`src/rtl/decode_execute_stage.sv`:
```
// Y86-64 decode stage: register file, operand forwarding and the E pipeline register.
// Writeback from W lands at the clock edge and is also forwarded combinationally.
module decode_execute_stage #(
    parameter int         WIDTH = 64,
    parameter logic [3:0] RNONE = 4'hF,
    parameter logic [3:0] RSP   = 4'h4
) (
    input  logic             clk,
    input  logic             rst_n,
    input  logic [2:0]       D_stat,
    input  logic [3:0]       D_Ins_Code,
    input  logic [3:0]       D_Ins_fun,
    input  logic [3:0]       D_rA,
    input  logic [3:0]       D_rB,
    input  logic [WIDTH-1:0] D_Val_C,
    input  logic [WIDTH-1:0] D_Val_P,
    input  logic [3:0]       e_dstE,
    input  logic [WIDTH-1:0] e_Val_E,
    input  logic [3:0]       M_dstE,
    input  logic [3:0]       M_dstM,
    input  logic [WIDTH-1:0] M_Val_E,
    input  logic [WIDTH-1:0] m_Val_M,
    input  logic [3:0]       W_dstE,
    input  logic [3:0]       W_dstM,
    input  logic [WIDTH-1:0] W_Val_E,
    input  logic [WIDTH-1:0] W_Val_M,
    input  logic             E_toBubble,
    output logic [3:0]       d_srcA,
    output logic [3:0]       d_srcB,
    output logic [2:0]       E_stat,
    output logic [3:0]       E_Ins_Code,
    output logic [3:0]       E_Ins_fun,
    output logic [WIDTH-1:0] E_Val_C,
    output logic [WIDTH-1:0] E_Val_A,
    output logic [WIDTH-1:0] E_Val_B,
    output logic [3:0]       E_dstE,
    output logic [3:0]       E_dstM,
    output logic [3:0]       E_srcA,
    output logic [3:0]       E_srcB
);

    logic [WIDTH-1:0] rf [15];
    logic [3:0]       d_dstE;
    logic [3:0]       d_dstM;
    logic [WIDTH-1:0] fwd_a;
    logic [WIDTH-1:0] fwd_b;
    logic [WIDTH-1:0] d_valA;

    always_comb begin
        d_srcA = RNONE;
        d_srcB = RNONE;
        d_dstE = RNONE;
        d_dstM = RNONE;
        case (D_Ins_Code)
            4'h2, 4'h4, 4'h6, 4'hA: d_srcA = D_rA;
            4'h9, 4'hB:             d_srcA = RSP;
            default: ;
        endcase
        case (D_Ins_Code)
            4'h4, 4'h5, 4'h6:       d_srcB = D_rB;
            4'h8, 4'h9, 4'hA, 4'hB: d_srcB = RSP;
            default: ;
        endcase
        case (D_Ins_Code)
            4'h2, 4'h3, 4'h6:       d_dstE = D_rB;
            4'h8, 4'h9, 4'hA, 4'hB: d_dstE = RSP;
            default: ;
        endcase
        case (D_Ins_Code)
            4'h5, 4'hB: d_dstM = D_rA;
            default: ;
        endcase
    end

    // Youngest in-flight producer wins; RNONE never matches.
    function automatic logic [WIDTH-1:0] fwd(input logic [3:0] src);
        logic [WIDTH-1:0] v;
        v = '0;
        if (src == RNONE)       v = '0;
        else if (src == e_dstE) v = e_Val_E;
        else if (src == M_dstM) v = m_Val_M;
        else if (src == M_dstE) v = M_Val_E;
        else if (src == W_dstM) v = W_Val_M;
        else if (src == W_dstE) v = W_Val_E;
        else                    v = rf[src];
        return v;
    endfunction

    always_comb begin
        fwd_a = fwd(d_srcA);
        fwd_b = fwd(d_srcB);
        if (D_Ins_Code == 4'h7 || D_Ins_Code == 4'h8)
            d_valA = D_Val_P;
        else
            d_valA = fwd_a;
    end

    // dstM is written last so it wins when both target the same register.
    always_ff @(posedge clk) begin
        if (!rst_n) begin
            for (int i = 0; i < 15; i++)
                rf[i] <= '0;
        end else begin
            if (W_dstE != RNONE)
                rf[W_dstE] <= W_Val_E;
            if (W_dstM != RNONE)
                rf[W_dstM] <= W_Val_M;
        end
    end

    always_ff @(posedge clk) begin
        if (!rst_n || E_toBubble) begin
            E_stat     <= 3'd0;
            E_Ins_Code <= 4'h1;
            E_Ins_fun  <= 4'h0;
            E_Val_C    <= '0;
            E_Val_A    <= '0;
            E_Val_B    <= '0;
            E_dstE     <= RNONE;
            E_dstM     <= RNONE;
            E_srcA     <= RNONE;
            E_srcB     <= RNONE;
        end else begin
            E_stat     <= D_stat;
            E_Ins_Code <= D_Ins_Code;
            E_Ins_fun  <= D_Ins_fun;
            E_Val_C    <= D_Val_C;
            E_Val_A    <= d_valA;
            E_Val_B    <= fwd_b;
            E_dstE     <= d_dstE;
            E_dstM     <= d_dstM;
            E_srcA     <= d_srcA;
            E_srcB     <= d_srcB;
        end
    end

endmodule

```
`config.mk`:
```
export PLATFORM = sky130hd
export DESIGN_NAME = decode_execute_stage
export DESIGN_NICKNAME = d
export VERILOG_FILES = /design/src/rtl/decode_execute_stage.sv
export SDC_FILE = /design/constraint.sdc
export NUM_CORES = 2
export LEC_CHECK = 0
export ABC_AREA = 0
export CELL_PAD_IN_SITES_DETAIL_PLACEMENT = 1
export CELL_PAD_IN_SITES_GLOBAL_PLACEMENT = 1
export CORE_ASPECT_RATIO = 1.25
export CORE_MARGIN = 2
export CORE_UTILIZATION = 49
export CTS_CLUSTER_SIZE = 28
export DETAILED_ROUTE_END_ITERATION = 8
export PLACE_DENSITY_LB_ADDON = 0.1
export REMOVE_ABC_BUFFERS = 1
export SETUP_SLACK_MARGIN = 0.2
export SYNTH_ARGS = -nofsm -noshare
export SYNTH_HDL_FRONTEND = slang
export SYNTH_SLANG_ARGS = --single-unit
export TNS_END_PERCENT = 30
```
`constraint.sdc`:
```
create_clock -name clk -period 21.6 [get_ports clk]
set_clock_uncertainty 0.15 [all_clocks]
set_input_delay 4.32 -clock clk [delete_from_list [all_inputs] [get_ports clk]]
set_output_delay 4.32 -clock clk [all_outputs]
set_load 0.01 [all_outputs]
```
# Word-level counts from Yosys, hierarchy flattened

Memory sizes are Yosys's and may differ from the RTL's.
Cells that the tools add are included.

Eq/ne operators: 24
Muxes and demuxes: 28
Bitwise logic cells: 1
Reduce and logical (&&, ||, !) cells: 13

Operator list:

| operator                                                        | number |
|---|---|
| 64-bit two-way mux                                              | 14 |
| 64-bit OR reduction                                             | 2 |
| 4-bit == test                                                   | 10 |
| 4-bit == test, second input constant                            | 6 |
| 4-bit one-hot mux with 2 select lines                           | 3 |
| 4-bit by 3-bit == test with 1-bit output, second input constant | 4 |
| 1-bit two-way mux                                               | 9 |
| 4-bit by 2-bit == test with 1-bit output, second input constant | 2 |
| 4-bit two-way mux                                               | 2 |
| 4-bit != test, second input constant                            | 2 |
| 2-bit OR reduction                                              | 4 |
| 4-bit OR reduction                                              | 2 |
| 3-bit OR reduction                                              | 2 |
| 1-bit logical OR                                                | 2 |
| 1-bit zero test                                                 | 1 |
| 1-bit inverter                                                  | 1 |

Register bits: 219
Bits in writable memories: 960
Bits of input ports: 490
Output and inout bits: 227
Word-level logic and storage cells: 77
Memories: 1

Memories:

| name | words | width | read ports | clocked after memory_dff | write ports | RTL line | source |
|---|---|---|---|---|---|---|---|
| rf   | 15    | 64    | 2          | 0                        | 15          | 42       | `logic [WIDTH-1:0] rf [15];` |

# Longest topological paths before layout

Word-level depth: 11
Gate-level depth with buffers: 14
Mapped depth without buffers: 9

# Worst setup path before layout

No wires, ideal clock.

Kind: input -> register
From: in W_dstE[0]
To: mem rf[0][0], enable pin
Library setup time: 706 ps
Arrival time: 12341 ps
Required time: 20744 ps
Path slack: 8403 ps
Stages on the path: 4
Path buffers: 2
Cells stage by stage: clkbuf_1 -> or2_2 -> clkbuf_1 -> o311ai_0

RTL lines:

| element     | RTL line | source |
|---|---|---|
| from (decl) | 23       | `input logic [3:0] W_dstE,` |
| to (decl)   | 42       |  |

# Worst setup path after layout

From: in D_Ins_Code[3]
To: out d_srcB[3]

Longest elaborated chain between the ends: 3
Elaborated cells on any way between the ends: 10
Those cells by class: eq/ne: 7; mux: 1; reduce/logical: 2

RTL lines:

| element                                                                   | RTL line | source |
|---|---|---|
| from (decl)                                                               | 11       | `input logic [3:0] D_Ins_Code,` |
| 4-bit == test or 4-bit by 3-bit == test with 1-bit output (tied branches) | 59       | `case (D_Ins_Code)` |
| 4-bit OR reduction or 3-bit OR reduction (tied branches)                  | 59       |  |
| 4-bit one-hot mux with 2 select lines *                                   | 59       |  |
| to (decl)                                                                 | 29       | `output logic [3:0] d_srcB,` |

Every way passes the cells marked *; elsewhere a longest branch is shown, timed or not.

==> flow_results.xml <==
<?xml version="1.0" encoding="UTF-8"?>
<metrics>
  <group name="cells_and_area">
    <metric name="final_common_cell" unit="">edfxtp_1</metric>
    <metric name="finish.net_count" unit="">7370</metric>
    <metric name="layout.cells.most_common_list" unit="">1,024 x edfxtp_1, 959 x a22o_1, 715 x clkdlybuf4s50_1</metric>
    <metric name="area_grow_syn2layout" unit="%">17.3</metric>
    <metric name="final_layout_size_suffix_gt1_frac" unit="">0.0688</metric>
    <metric name="finish.instance_area" unit="µm²">83000</metric>
    <metric name="filler_cell_count" unit="">14700</metric>
  </group>
  <group name="yosys">
    <metric name="cell_area_after_technology_mapping" unit="µm²">70700</metric>
    <metric name="ys_dominant_reg_cell" unit="">edfxtp_1</metric>
    <metric name="ys.warnings.count" unit="">0</metric>
    <metric name="seq_cells_post_synth" unit="">1243</metric>
    <metric name="synth_edf_count" unit="">1024</metric>
    <metric name="synthDistinctLibCells" unit="">76</metric>
    <metric name="postSynthCellCount" unit="">6811</metric>
    <metric name="portion_of_the_post_synthesis_area_used_by_sequential_elements" unit="">0.497</metric>
    <metric name="post_synthesis_area_per_instance" unit="µm²">10.4</metric>
    <metric name="asyncSetResetFlopFracSynth" unit="">0</metric>
  </group>
  <group name="placed_design">
    <metric name="portBuffers" unit="">716</metric>
    <metric name="dpl-instance-area" unit="µm²">78600</metric>
    <metric name="dp_hpwl" unit="µm">205000</metric>
    <metric name="gp_congestion" unit="">0.942</metric>
  </group>
  <group name="drt">
    <metric name="wl_per_cell" unit="µm">41.7</metric>
    <metric name="finalWirelength" unit="µm">371000</metric>
    <metric name="drt-pass1-iter-count" unit="">9</metric>
    <metric name="drt-vias-per-instance" unit="">8.13</metric>
    <metric name="vias" unit="">72400</metric>
    <metric name="ant_nets" unit="">0</metric>
    <metric name="drt-initial-drc-count" unit="">12600</metric>
    <metric name="number_of_remaining_drc_errors" unit="">2</metric>
  </group>
  <group name="clocking">
    <metric name="worst_setup_hold_path_clk_slew" unit="ps">60</metric>
    <metric name="cts.repair_timing.setup_buffer_count" unit="">0</metric>
    <metric name="clk-insertion-delay-late" unit="ps">840</metric>
    <metric name="tritoncts.num_buffers" unit="">136</metric>
    <metric name="tritoncts" unit="">done</metric>
    <metric name="clock_path_buffers" unit="">3</metric>
    <metric name="clockRootBuffer" unit="">clkbuf_16</metric>
    <metric name="h-tree-depth" unit="">4</metric>
    <metric name="tritoncts_num_sinks" unit="">1243</metric>
    <metric name="hold_buffers" unit="">0</metric>
    <metric name="post_cts_resize_count" unit="">0</metric>
  </group>
  <group name="critical_path">
    <metric name="critical_path_arrival" unit="ps">7440</metric>
    <metric name="required" unit="ps">17130</metric>
    <metric name="worst-r2r-cell-count" unit="">6</metric>
    <metric name="r2r_slack" unit="ps">18420</metric>
    <metric name="worst-path-max-fanout" unit="">45</metric>
    <metric name="crit-reg2reg-capture" unit="">E_Val_A[63]</metric>
    <metric name="setup.worst_path.start_class" unit="">input pin</metric>
    <metric name="setup.worst_path.end_class" unit="">primary output</metric>
    <metric name="critical_path.reg2reg.startpoint" unit="">rf[3][63]</metric>
    <metric name="setup_crit_path_kind" unit="">in -&gt; out</metric>
  </group>
  <group name="global_routing">
    <metric name="first_pass_grt_wire_length" unit="µm">516000</metric>
    <metric name="overflow" unit="">0</metric>
    <metric name="grt_start_max_net_pins" unit="">137</metric>
    <metric name="antenna_found_initial" unit="">39</metric>
    <metric name="first_global_vias" unit="">72200</metric>
    <metric name="grt_util_all_layers" unit="">0.484</metric>
  </group>
  <group name="run_status">
    <metric name="violations" unit="">DRC, capacitance limit, slew limit</metric>
    <metric name="outcome" unit="">complete, but fails checks</metric>
  </group>
  <group name="floorplan">
    <metric name="initial_utilization" unit="">0.494</metric>
    <metric name="core_area" unit="µm²">143000</metric>
    <metric name="die_area" unit="µm²">147000</metric>
    <metric name="chipHeight" unit="µm">429</metric>
    <metric name="num_rows" unit="">155</metric>
    <metric name="floorplan.die.width" unit="µm">344</metric>
    <metric name="io-pin-count" unit="">717</metric>
  </group>
  <group name="sta">
    <metric name="grt_setup_unrepaired" unit="">no</metric>
    <metric name="report.final.setup_viol" unit="">0</metric>
    <metric name="timing.max_slew.rel_slack" unit="">-0.0869</metric>
    <metric name="totalNegativeSetupSlack" unit="ps">0</metric>
    <metric name="fmax" unit="MHz">83.9</metric>
    <metric name="finalMaxSlewViolations" unit="">15</metric>
    <metric name="period_minus_slack" unit="ps">11910</metric>
    <metric name="finalHoldViolations" unit="">0</metric>
    <metric name="fin_crit_sh" unit="">0.552</metric>
    <metric name="timing.hold.ws" unit="ps">800</metric>
    <metric name="worst_pin_slew" unit="ps">1630</metric>
  </group>
  <group name="power_and_ir_drop">
    <metric name="powerDensity" unit="nW/µm²">78.1</metric>
    <metric name="cellLeakagePower" unit="nW">29.8</metric>
    <metric name="vdd.ir_drop.worst" unit="mV">0.0929</metric>
  </group>
  <group name="worst_hold_path">
    <metric name="worstHoldStart" unit="">rf[8][14]</metric>
    <metric name="hold_path_end" unit="">E_Val_B[14]</metric>
    <metric name="hp-class" unit="">reg -&gt; reg</metric>
    <metric name="timing.hold.worst_path_depth" unit="">5</metric>
  </group>
  <group name="run">
    <metric name="max_cap_viols" unit="">1</metric>
  </group>
</metrics>
==> kinds of logic (layout without fill, tap and decap cells) <==
kind of cell | after synthesis | after routing | synth area share
AO/OA/AOI/OAI | 2765 | 2765 | 0.306
buffers and inverters | 1051 | 1166 | 0.0578
other | 1 | 91 | 0.0000530
multiplexers | 327 | 327 | 0.0463
XOR/XNOR | 14 | 14 | 0.00173
AND/OR/NAND/NOR | 1410 | 1410 | 0.0909
flip-flops | 1243 | 1243 | 0.497
==> worst max-delay path by stage <==
stage,startpoint,endpoint,cells past startpoint
2_1_floorplan,D_Ins_Code[3],E_Val_B[0],9
3_3_place_gp,D_Ins_Code[3],d_srcB[3],6
3_5_place_dp,D_Ins_Code[3],d_srcB[3],6
4_1_cts,D_Ins_Code[3],d_srcB[3],6
5_1_grt,D_Ins_Code[3],d_srcB[3],6
6_report,D_Ins_Code[3],d_srcB[3],6
==> final cells by class <==
class                   instances  area, µm²  area share
flip-flops and latches       1243      35100       0.423
multi-input cells            4580      32400       0.391
repair buffers                893       8540       0.103
clock buffers                 181       3830      0.0461
well taps                    1884       2360      0.0284
clock inverters                66        531     0.00639
inverters                      26        113     0.00136
diodes                         27       67.6    0.000814
==> per-stage QoR <==
| stage | total power, W | worst slack [ps] | instances | util |
|---|---|---|---|---|
| after floorplan | 0.00349 | -8950 | 5849 | - |
| after global placement | 0.00404 | 9910 | 8626 | 0.549 |
| after detailed placement | 0.00408 | 9900 | 8626 | 0.549 |
| after CTS | 0.00639 | 9870 | 8873 | 0.579 |
| after global routing | 0.00658 | 9680 | 8887 | 0.580 |
| final | 0.00648 | 9690 | 8900 | 0.580 |
==> cell usage after synthesis, drive strengths merged, types with 85 or more instances <==
| library cell | count | area (µm²) |
|---|---|---|
| edfxtp | 1024 | 30700 |
| a22o | 959 | 8400 |
| clkbuf | 825 | 3100 |
| nand2 | 623 | 2340 |
| mux2i | 326 | 3260 |
| nor2 | 292 | 1100 |
| o21ai | 268 | 1340 |
| o22ai | 264 | 1650 |
| dfxtp | 219 | 4380 |
| a21oi | 205 | 1030 |
| buf | 200 | 892 |
| a211oi | 130 | 976 |
| a221oi | 130 | 1140 |
| o21a | 126 | 946 |
| o22a | 124 | 1090 |
| nand3 | 87 | 435 |
| nor3 | 85 | 425 |
==> worst max-delay path, stage by stage <==
cell	delay, ps
clkdlybuf4s50_1	840
nor2b_4	260
buf_4	730
a21o_4	600
inv_1	130
clkdlybuf4s50_1	510
==> state kept, by name, summed over array words and instances (netlist names) <==
| name | cells |
|---|---|
| E_Ins_fun | 4 |
| E_dstM | 4 |
| E_srcA | 4 |
| E_Val_A | 64 |
| E_dstE | 4 |
| E_Val_C | 64 |
| E_stat | 3 |
| rf | 1024 |
| E_srcB | 4 |
| E_Ins_Code | 4 |
| E_Val_B | 64 |
==> where the power goes <==
group	switching [W]	internal (W)
Combinational	0.000811	0.000412
Sequential	0.000107	0.00279
Clock	0.00103	0.00133
Total	0.00195	0.00453
==> per-layer routing <==
metal,global-route usage,up-vias,share of wire
met4,0.358,34,0.087
met2,0.711,7252,0.43
met3,0.194,2173,0.16
li1,-,27200,-
met5,0.00860,-,0.0013
met1,0.567,35700,0.33
Note: power is estimated with default switching activity, not from simulation.
